<file path="src/rtl/turret_motion_sequencer.sv">
// Turret actuator controller: rate-limited pan/tilt servo PWM, IR shot sequencer
// (carrier burst then cooldown) and a debounced, sticky hit interrupt.
module turret_motion_sequencer #(
    parameter int W           = 21,
    parameter int PERIOD      = 2000000,
    parameter int MIN_PW      = 100000,
    parameter int MAX_PW      = 200000,
    parameter int STEP        = 1000,
    parameter int IR_DIV      = 1316,
    parameter int FIRE_CYCLES = 5000000,
    parameter int COOL_CYCLES = 100000000
) (
    input  logic         PCLK,
    input  logic         PRESET,
    input  logic [W-1:0] tgt_pan,
    input  logic [W-1:0] tgt_tilt,
    input  logic         tgt_valid,
    input  logic         fire_req,
    input  logic         hit_data,
    input  logic         int_clr,
    output logic         pwm_out1,
    output logic         pwm_out2,
    output logic         pwm_out_IR,
    output logic         busy,
    output logic         at_target,
    output logic         FABINT,
    output logic [7:0]   hit_cnt
);

    localparam logic [W-1:0]        CENTER    = W'((MIN_PW + MAX_PW) / 2);
    localparam logic [W-1:0]        MIN_V     = W'(MIN_PW);
    localparam logic [W-1:0]        MAX_V     = W'(MAX_PW);
    localparam logic [W-1:0]        STEP_V    = W'(STEP);
    localparam logic signed [W:0]   STEP_S    = (W+1)'(STEP);
    localparam logic [W-1:0]        LAST      = W'(PERIOD - 1);
    localparam logic [31:0]         FIRE_LOAD = 32'(FIRE_CYCLES - 1);
    localparam logic [31:0]         COOL_LOAD = 32'(COOL_CYCLES - 1);
    localparam logic [15:0]         DIV_LAST  = 16'(IR_DIV - 1);

    // Handshake: tgt_valid, fire_req and int_clr are single-cycle strobes with no
    // ready; each is acted on at the edge that samples it high, and fire_req is
    // dropped (never queued) while busy is high.

    typedef enum logic [1:0] {IDLE, FIRE, COOL} fire_state_t;

    logic [W-1:0] ctr;
    logic         frame_tick;
    logic [W-1:0] cur_pan, cur_tilt, tgt_pan_q, tgt_tilt_q;

    fire_state_t  state, state_next;
    logic [31:0]  timer, timer_next;
    logic [15:0]  div, div_next;
    logic         ir, ir_next;

    logic         sync1, sync2, hit_prev, hit_edge;

    function automatic logic [W-1:0] clamp_pw(input logic [W-1:0] v);
        if (v < MIN_V) return MIN_V;
        if (v > MAX_V) return MAX_V;
        return v;
    endfunction

    // Signed W+1 difference so widths near the top of the range cannot wrap.
    function automatic logic [W-1:0] slew(input logic [W-1:0] cur, input logic [W-1:0] tgt);
        logic signed [W:0] diff;
        diff = $signed({1'b0, tgt}) - $signed({1'b0, cur});
        if (diff > STEP_S) return cur + STEP_V;
        if (diff < -STEP_S) return cur - STEP_V;
        return tgt;
    endfunction

    assign frame_tick = (ctr == LAST);
    assign at_target  = (cur_pan == tgt_pan_q) && (cur_tilt == tgt_tilt_q);

    always_ff @(posedge PCLK) begin
        if (PRESET) begin
            ctr        <= '0;
            cur_pan    <= CENTER;
            cur_tilt   <= CENTER;
            tgt_pan_q  <= CENTER;
            tgt_tilt_q <= CENTER;
            pwm_out1   <= 1'b0;
            pwm_out2   <= 1'b0;
        end else begin
            ctr <= frame_tick ? '0 : ctr + 1'b1;
            if (tgt_valid) begin
                tgt_pan_q  <= clamp_pw(tgt_pan);
                tgt_tilt_q <= clamp_pw(tgt_tilt);
            end
            // A target written on the tick edge only takes effect from the next tick.
            if (frame_tick) begin
                cur_pan  <= slew(cur_pan, tgt_pan_q);
                cur_tilt <= slew(cur_tilt, tgt_tilt_q);
            end
            pwm_out1 <= (ctr < cur_pan);
            pwm_out2 <= (ctr < cur_tilt);
        end
    end

    always_ff @(posedge PCLK) begin
        if (PRESET) begin
            state <= IDLE;
            timer <= '0;
            div   <= '0;
            ir    <= 1'b0;
        end else begin
            state <= state_next;
            timer <= timer_next;
            div   <= div_next;
            ir    <= ir_next;
        end
    end

    always_comb begin
        state_next = state;
        timer_next = timer;
        div_next   = div;
        ir_next    = ir;
        case (state)
            IDLE: begin
                ir_next = 1'b0;
                if (fire_req) begin
                    state_next = FIRE;
                    timer_next = FIRE_LOAD;
                    div_next   = '0;
                    ir_next    = 1'b1;
                end
            end
            FIRE: begin
                if (timer == '0) begin
                    state_next = COOL;
                    timer_next = COOL_LOAD;
                    ir_next    = 1'b0;
                end else begin
                    timer_next = timer - 1'b1;
                    if (div == DIV_LAST) begin
                        div_next = '0;
                        ir_next  = ~ir;
                    end else begin
                        div_next = div + 1'b1;
                    end
                end
            end
            COOL: begin
                ir_next = 1'b0;
                if (timer == '0) state_next = IDLE;
                else timer_next = timer - 1'b1;
            end
            default: begin
                state_next = IDLE;
                ir_next    = 1'b0;
            end
        endcase
    end

    assign pwm_out_IR = ir;
    assign busy       = (state != IDLE);

    // hit_data is active low and idles high, so the sync chain resets to 1.
    assign hit_edge = hit_prev & ~sync2;

    always_ff @(posedge PCLK) begin
        if (PRESET) begin
            sync1    <= 1'b1;
            sync2    <= 1'b1;
            hit_prev <= 1'b1;
            FABINT   <= 1'b0;
            hit_cnt  <= '0;
        end else begin
            sync1    <= hit_data;
            sync2    <= sync1;
            hit_prev <= sync2;
            if (hit_edge) begin
                FABINT <= 1'b1;
                if (hit_cnt != 8'hFF) hit_cnt <= hit_cnt + 8'd1;
            end else if (int_clr) begin
                FABINT <= 1'b0;
            end
        end
    end

endmodule
</file>
<file path="config.mk">
export PLATFORM = sky130hd
export DESIGN_NAME = turret_motion_sequencer
export DESIGN_NICKNAME = d
export VERILOG_FILES = /design/src/rtl/turret_motion_sequencer.sv
export SDC_FILE = /design/constraint.sdc
export NUM_CORES = 1
export LEC_CHECK = 0
export ABC_AREA = 0
export ABC_CLOCK_PERIOD_IN_PS = 10900
export BUFFER_PORTS_ARGS = -buffer_cell sky130_fd_sc_hd__clkbuf_2
export CORE_MARGIN = 3
export CORE_UTILIZATION = 25
export CTS_CLUSTER_SIZE = 20
export DETAILED_ROUTE_END_ITERATION = 7
export MAX_ROUTING_LAYER = met4
export PLACE_DENSITY = 0.37
export SLEW_MARGIN = 20
export SYNTH_ARGS = -nofsm -noshare
export SYNTH_HDL_FRONTEND = slang
export SYNTH_SLANG_ARGS = --single-unit
</file>
<file path="constraint.sdc">
create_clock -name PCLK -period 10.9 [get_ports PCLK]
set_input_delay 0.545 -clock PCLK [delete_from_list [all_inputs] [get_ports PCLK]]
set_output_delay 0.545 -clock PCLK [all_outputs]
set_load 0.03 [all_outputs]
</file>
After elaboration in Yosys (flattened, before gate mapping). Index checks and enable logic that the tools add are counted.

Register bits after elaboration: 170. Bits of input ports: 48. Output and inout port bits: 14. Word-level logic and storage cells: 126.

Add/subtract/negate cells: 10. Magnitude comparators: 10. Equality and inequality tests: 13. Muxes and demuxes: 62. Bitwise logic cells: 3. Reduce and logical (&&, ||, !) cells: 12.

Operators by type and width (count): 21-bit two-way mux (16); 32-bit two-way mux (3); 32-bit one-hot mux with 3 select lines (1); 16-bit two-way mux (3); 22-bit by 11-bit > comparator with 1-bit output, second input constant (2); 22-bit by 11-bit < comparator with 1-bit output, second input constant (2); 21-bit by 21-bit subtractor with 22-bit output (2); 21-bit by 10-bit adder with 21-bit output, second input constant (2); 21-bit equality test (2); 21-bit by 18-bit > comparator with 1-bit output, second input constant (2); 21-bit by 17-bit < comparator with 1-bit output, second input constant (2); 21-bit < comparator (2); 21-bit by 10-bit subtractor with 21-bit output, second input constant (2); 1-bit two-way mux (33); 32-bit zero test (1); 16-bit one-hot mux with 2 select lines (1); 32-bit by 1-bit subtractor with 32-bit output, second input constant (1); 21-bit by 1-bit adder with 21-bit output, second input constant (1); 21-bit equality test, second input constant (1); 16-bit by 1-bit adder with 16-bit output, second input constant (1); 16-bit by 11-bit equality test with 1-bit output, second input constant (1); 2-bit inequality test, second input constant (5); 3-bit AND reduction (3); 8-bit by 1-bit adder with 8-bit output, second input constant (1); 15 further kinds (20).

Depth between registers and ports, before layout. Gate-level depths: netlist of the first run.

Depth in word-level cells: 10. Mapped depth: 17. Depth with buffers taken out: 14.

Least setup slack after synthesis of the first run. OpenSTA, ideal clock, no wires.

Path type: reg-to-reg. From: register cur_pan[10]. To: register cur_pan[6]. Library setup time: 122 ps. Arrival: 3588 ps. Data required time: 10778 ps. Slack: 7190 ps. Stages on the path, launching flop included: 15. Path buffers: 3. Period minus slack after synthesis: 3710 ps. Cells stage by stage: dfxtp_1 -> clkbuf_1 -> inv_1 -> ha_1 -> a211oi_2 -> o211ai_1 -> a221o_1 -> nor3_2 -> a2111oi_4 -> a2111oi_2 -> nand3_1 -> o41a_1 -> buf_6 -> buf_6 -> o32a_1.

Cells in the longest elaborated chain, start to end: 8. Elaborated cells between the ends (all ways): 13. Those cells by class: add/sub (1); order compare (2); mux (10).

RTL lines: start: declaration (RTL line 48) `logic [W-1:0] cur_pan, cur_tilt, tgt_pan_q, tgt_tilt_q;`; start signal: assignment (RTL line 92) `cur_pan <= slew(cur_pan, tgt_pan_q);`; 21-bit by 21-bit subtractor with 22-bit output * (RTL line 66) `diff = $signed({1'b0, tgt}) - $signed({1'b0, cur});`; 22-bit by 11-bit < comparator with 1-bit output (RTL line 68) `if (diff < -STEP_S) return cur - STEP_V;`; 1-bit two-way mux (2 in a row) (RTL line 68); 1-bit two-way mux (RTL line 91) `if (frame_tick) begin`; 1-bit two-way mux (RTL line 76) `if (PRESET) begin`; 21-bit two-way mux (RTL line 69) `return tgt;`; 21-bit two-way mux * (RTL line 68).

Mark *: on every way between the ends. The rest lies on a longest branch, timed or not. The select of a mux whose other input is x is not followed. A chain may end at the register's enable or synchronous reset.

Final worst setup path of the first run.
From: register cur_pan[12]. To: register cur_pan[18].

Cells in the longest elaborated chain, start to end: 8. Elaborated cells between the ends (all ways): 16. Those cells by class: add/sub (3); order compare (2); mux (11).

RTL lines (RTL line): 21-bit by 21-bit subtractor with 22-bit output (66); 22-bit by 11-bit < comparator with 1-bit output (68); 1-bit two-way mux (2 in a row) (68); 1-bit two-way mux (91); 1-bit two-way mux (76); 21-bit two-way mux (69); 21-bit two-way mux * (68).

Marked as above.

==> results of run 1 <==
[cell usage in the layout (no fill, tap or decap), types with 17 or more instances in the layout]
| cell type | count |
|---|---|
| nand4_1 | 37 |
| or3_1 | 34 |
| nand2b_1 | 36 |
| nand2_1 | 128 |
| inv_1 | 81 |
| clkbuf_16 | 17 |
| and2_1 | 20 |
| xnor2_1 | 50 |
| xor2_1 | 31 |
| clkbuf_2 | 60 |
| dfxtp_1 | 170 |
| ha_1 | 94 |
| a21oi_1 | 136 |
| nor3_1 | 82 |
| a211oi_1 | 17 |
| and3_1 | 17 |
| nor4_1 | 17 |
| nand3_1 | 68 |
| a21o_1 | 30 |
| o21ai_0 | 116 |
| nor2_1 | 185 |
[how the worst min path moves through the flow]
stage / endpoint / slack, ns / cells after the start
global placement: sync2 / 0.40 / 1
CTS: sync1 / 0.19 / 2
global route: sync1 / 0.21 / 2
finish: sync1 / 0.23 / 2
floorplan: sync2 / 0.39 / 1
detailed placement: sync2 / 0.40 / 1
[metrics by stage]
stage,power (uW),hold WS [ns]
after floorplan,898,0.389
after global placement,992,0.402
after detailed placement,990,0.399
after CTS,1620,0.188
after global routing,1690,0.213
final,1590,0.235
[kinds of logic (layout without fill, tap and decap cells)]
group / Yosys count / in the layout / synth area share [%]
XOR/XNOR: 81 / 81 / 5.52
AO/OA/AOI/OAI: 489 / 489 / 25.1
multiplexers: 13 / 13 / 1.07
buffers and inverters: 154 / 184 / 4.86
other: 0 / 1 / 0
adder cells (fa/ha/maj): 96 / 96 / 9.47
flip-flops: 170 / 170 / 26.5
AND/OR/NAND/NOR: 701 / 701 / 27.5
[flip-flops by register name, summed over array words and instances, names as in the netlist, 2 cells and up]
name and cells:
state 2, cur_pan 21, div 16, hit_cnt 8
tgt_pan_q 21, cur_tilt 21, tgt_tilt_q 21, ctr 21
timer 32
[report_power, final]
| group | switching (uW) | internal [uW] | total (uW) |
|---|---|---|---|
| logic | 206 | 115 | 321 |
| registers | 18.8 | 637 | 656 |
| clock network | 311 | 304 | 616 |
[metal layers]
metal / up-vias / wire (um) / GRT usage, % / share of wire, %
met1: 5974 / 21200 / 21.8 / 48
met3: 55 / 1320 / 2.62 / 3.0
met5: - / 0 / - / 0
met2: 203 / 20100 / 26.4 / 46
li1: 6312 / - / - / -
met4: 0 / 1150 / 6.60 / 2.6
[cell type report]
cell class | count | area [um2] | area share [%]
multi-input combinational | 1380 | 8830 | 61.7
sequential | 170 | 3400 | 23.8
clock inverter | 12 | 106 | 0.743
inverter | 81 | 304 | 2.12
antenna | 1 | 2.50 | 0.0175
clock buffer | 20 | 447 | 3.12
tap | 672 | 841 | 5.87
timing repair buffer | 71 | 383 | 2.67
==> metrics.csv, run 1 <==
metric,value,unit
status,"complete, no violations",
crit end category,flip-flop,
core region area,0.0505,mm2
most used flip-flop cell after synthesis,dfxtp_1,
CTS clock-pin slew for the worst setup and hold paths,0.07,ns
critical path startpoint category,flip-flop,
Final #Nets,1865,
Static Leak,0.00557,uW
CTS sink count,170,
post-DP HPWL,33.1,mm
CP startpoint,cur_pan[12],
vias per std cell,5.21,
Max Slew Vio Count,0,
post-synth top area share,26.5,%
"Async S/R FF share, synth",0,%
Worst Hold Launch,hit_data,
Synth area leader,dfxtp_1,
vias in the first global route,12000,
die width,233,um
"count leader, synth",nor2_1,
Final Hold Viols,0,
via count,12500,
Tightest Hold Check Type,input port to flip-flop,
Final min period,4.81,ns
max incr delay on CP,0.63,ns
max_cap viols,0,
Worst Setup EP,cur_pan[18],
largest net degree at the start of global routing,56,
root buf cell,clkbuf_16,
Setup CP Type,flip-flop to flip-flop,
register area share after synthesis,26.5,%
Top Family by Delay on Critical Path,simple AND/OR/NAND/NOR gates,
CP required,11.27,ns
full die area,0.0541,mm2
Synth cell types,91,
"reg-to-reg slack, setup",6.09,ns
fill count,5528,
Finished Layout Cells,2407,
drt drc,0,
Synth area leaders,"dfxtp_1, ha_1, nor2_1, a21oi_1, o21ai_0",
Syn Area/Cell,7.54,um2
CTS Hold Bufs,0,
die height,233,um
final core utilization,28.4,%
cells on worst reg2reg path,13,
top post-synthesis cells by count,"nor2_1, dfxtp_1, a21oi_1",
setup slack after layout,6.09,ns
syn nets,1848,
H-tree lvl count,4,
worst vdd ir,0.118,mV
fmax,208,MHz
fin crit share,44.1,%
Setup TNS Final,0,ns
First-pass DRT Iterations,5,
antenna-violating nets left,0,
reg-to-reg endpoint,cur_pan[18],
clk_skew,0.0112,ns
Area growth syn-to-layout,11.5,%
slowest cell on the critical path,nor4_2,
post-CTS resize count,0,
Avg WL per Cell,18.2,um
#FFs+latches synth,170,
pre-CTS setup slack,6.10,ns
WP depth,13,
Syn Std Cell Area,0.0128,mm2
clock buffer count from CTS,17,
fin area,0.0143,mm2
relative slew slack,30.6,%
overall routed net length,43.8,mm
reg2reg start,cur_pan[12],
Skew-Pair Late Insertion Delay,0.50,ns
Area after DPL,0.0138,mm2
IO Pins,62,
Worst-Margin Slew,1.04,ns
placed insts,2374,
Post-synth EDFFs,0,
crit path max fanout,11,
Syn Inst Count,1704,
synth warn,0,
Iter 0 DRT Violations,683,
Max clock buf depth,2,
critical path arrival,5.17,ns
RSZ-0062 raised after global routing,no,
CTS tree,done,
total grt overflow,0,
crit-path cells,"inv_1, ha_1, nand2_1, nor4_2, a21boi_2, or2_4, a2111oi_4, a2111oi_2, nand3_1, or4_1, o21a_1, o221ai_1, o21ai_0",
first-pass GRT wire length,69.2,mm
setup bufs post-CTS,0,
final setup fails,0,
starting density of the core,25.4,%
layout cell share with drive strength beyond 1,8.77,%
row cnt,82,
Port Buffers,61,
routability congestion estimate,0.814,
CP Buf/Inv Count,1,
PwrDens,111,mW/mm2
Tot GR Track Use,16.9,%
initial antenna violation count,0,
No activity file was read; power rests on OpenSTA's default activity.
==> inputs of run 2 (changes only) <==
- ABC_AREA: 0 -> 1
- ABC_CLOCK_PERIOD_IN_PS: 10900 -> 4300
- PLACE_DENSITY: 0.37 -> 0.38
- clock period: 10.9 -> 4.3 ns (I/O delays scaled with it)
==> metrics.csv, run 2 <==
metric,value,unit
status,"complete, no violations",
via count,14200,
final setup fails,0,
core region area,0.0545,mm2
Finished Layout Cells,3050,
most used flip-flop cell after synthesis,dfxtp_1,
First-pass DRT Iterations,5,
routability congestion estimate,0.909,
WHS,0.0278,ns
fin crit share,82.6,%
drt drc,0,
full die area,0.0585,mm2
overall routed net length,49.8,mm
clock buffer count from CTS,17,
Tot GR Track Use,17.3,%
row cnt,85,
CTS sink count,170,
Worst-Margin Slew,0.980,ns
top post-synthesis cells by count,"nand2_1, inv_1, nor2_1",
final core utilization,29.3,%
Top reg by flops,timer,
Syn Inst Count,2223,
first-pass GRT wire length,77.4,mm
CP Buf/Inv Count,2,
max_cap viols,0,
starting density of the core,25.5,%
critical path arrival,3.94,ns
worst vdd ir,0.325,mV
post-synth top area share,24.5,%
max incr delay on CP,0.49,ns
Final min period,3.55,ns
Setup TNS Final,0,ns
clk_skew,0.0123,ns
Top Family by Delay on Critical Path,simple AND/OR/NAND/NOR gates,
Final #Nets,2442,
syn nets,2367,
root buf cell,clkbuf_16,
Synth cell types,57,
#FFs+latches synth,170,
"count leader, synth",nand2_1,
Static Leak,0.00750,uW
die height,242,um
Synth Area in Simple Gates,39.3,%
IO Pins,62,
CTS clock-pin slew for the worst setup and hold paths,0.08,ns
Syn Area/Cell,6.25,um2
Max Slew Vio Count,0,
Iter 0 DRT Violations,754,
"commonest non-fill, non-tap cell in the layout",nand2_1,
Synth Area in Compound Gates,11.5,%
placed insts,2986,
Skew-Pair Late Insertion Delay,0.50,ns
"Async S/R FF share, synth",0,%
largest net degree at the start of global routing,42,
post-synthesis xor/xnor area fraction,5.35,%
setup bufs post-CTS,0,
post-synthesis adder-cell area fraction,8.75,%
crit end category,flip-flop,
mux share of post-synthesis cell area,0,%
RSZ-0062 raised after global routing,no,
most frequent cells in the layout,"nand2_1, inv_1, nor2_1",
CTS Hold Bufs,32,
Max clock buf depth,2,
synth warn,0,
Port Buffers,61,
critical path startpoint category,flip-flop,
Setup CP Type,flip-flop to flip-flop,
crit path max fanout,27,
antenna-violating nets left,0,
post-CTS resize count,0,
register area share after synthesis,24.5,%
main combinational cell family by area after synthesis,simple AND/OR/NAND/NOR gates,
number of flip-flops in the largest register,32,
antenna cells,0,
slowest cell on the critical path,dfxtp_1,
fmax,281,MHz
CP required,4.69,ns
Synth area leaders,"dfxtp_1, nand2_1, ha_1, inv_1, nand3_1",
die width,242,um
Most Frequent Cell on Critical Path,nand3_1,
PwrDens,313,mW/mm2
Final Hold Viols,0,
layout cell share with drive strength beyond 1,8.96,%
Post-synth EDFFs,0,
initial antenna violation count,0,
Synth area leader,dfxtp_1,
CTS tree,done,
crit-path cells,"inv_1, ha_1, nand2_2, nor2_1, inv_2, nor2_2, nand2_1, nand3_1, nand2_1, nor2_1, nand3_1, nor2_2, nand3_4, nand2_4, nand3_1, nand3_1, nand2_1",
vias in the first global route,13600,
vias per std cell,4.65,
post-DP HPWL,39.4,mm
Syn Std Cell Area,0.0139,mm2
H-tree lvl count,4,
"Power, Total",4980,uW
Avg WL per Cell,16.3,um
Area growth syn-to-layout,14.6,%
relative slew slack,34.6,%
total grt overflow,0,
Tightest Hold Check Type,input port to flip-flop,
-- run 2: layout make-up --
cell class	count	area, um2
Timing Repair Buffer	108	738
Sequential cell	170	3400
Multi-Input combinational cell	1682	9040
Clock buffer	18	439
Clock inverter	14	184
Tap cell	739	925
Inverter	319	1200
Fill cell	6142	38500
-- run 2: cells by family after synthesis --
logic type                 count (synthesis)
AOI/OAI and AO/OA                        290
xor gates and xnor gates                  85
adders and majority gates                 96
buffers and inverters                    371
DFF                                      170
and+or+nand+nor                         1211
-- run 2: final timing paths --
check,startpoint,slack (ns),end,cells after the start
max,cur_pan[15],0.75,cur_pan[3],17
min,tgt_pan[3],0.03,tgt_pan_q[3],3
max reg2reg,cur_pan[15],0.75,cur_pan[3],17
min reg2reg,sync1,0.42,sync2,1
-- run 2: metrics by stage --
step / cell area (um2) / worst slack (ns)
finish: 15900 / 0.747
global route: 15900 / 0.484
CTS: 15900 / 0.656
detailed placement: 15000 / 0.819
global placement: 15000 / 0.698
floorplan: 13900 / 1.63
-- run 2: power by group --
part	leakage (uW)	switching [uW]	total [uW]	internal, uW
clock	0.000295	828	1680	848
combinational	0.00582	1050	1530	476
sequential	0.00138	100	1770	1670
-- run 2: worst register-to-register path, stage by stage, from the launching register on --
cell and delay [ns]:
dfxtp_1 0.49, inv_1 0.21, ha_1 0.48, nand2_2 0.13
nor2_1 0.24, inv_2 0.09, nor2_2 0.24, nand2_1 0.14
nand3_1 0.09, nand2_1 0.10, nor2_1 0.09, nand3_1 0.08
nor2_2 0.15, nand3_4 0.18, nand2_4 0.34, nand3_1 0.21
nand3_1 0.13, nand2_1 0.06
-- run 2: per-layer routing --
layer	share of wire, %	wire length [um]	vias up	track usage [%]
met5	0	0	-	-
li1	-	-	7387	-
met2	46	22800	253	27.7
met3	3.4	1670	44	2.46
met4	1.6	790	0	4.56
met1	49	24600	6511	22.9
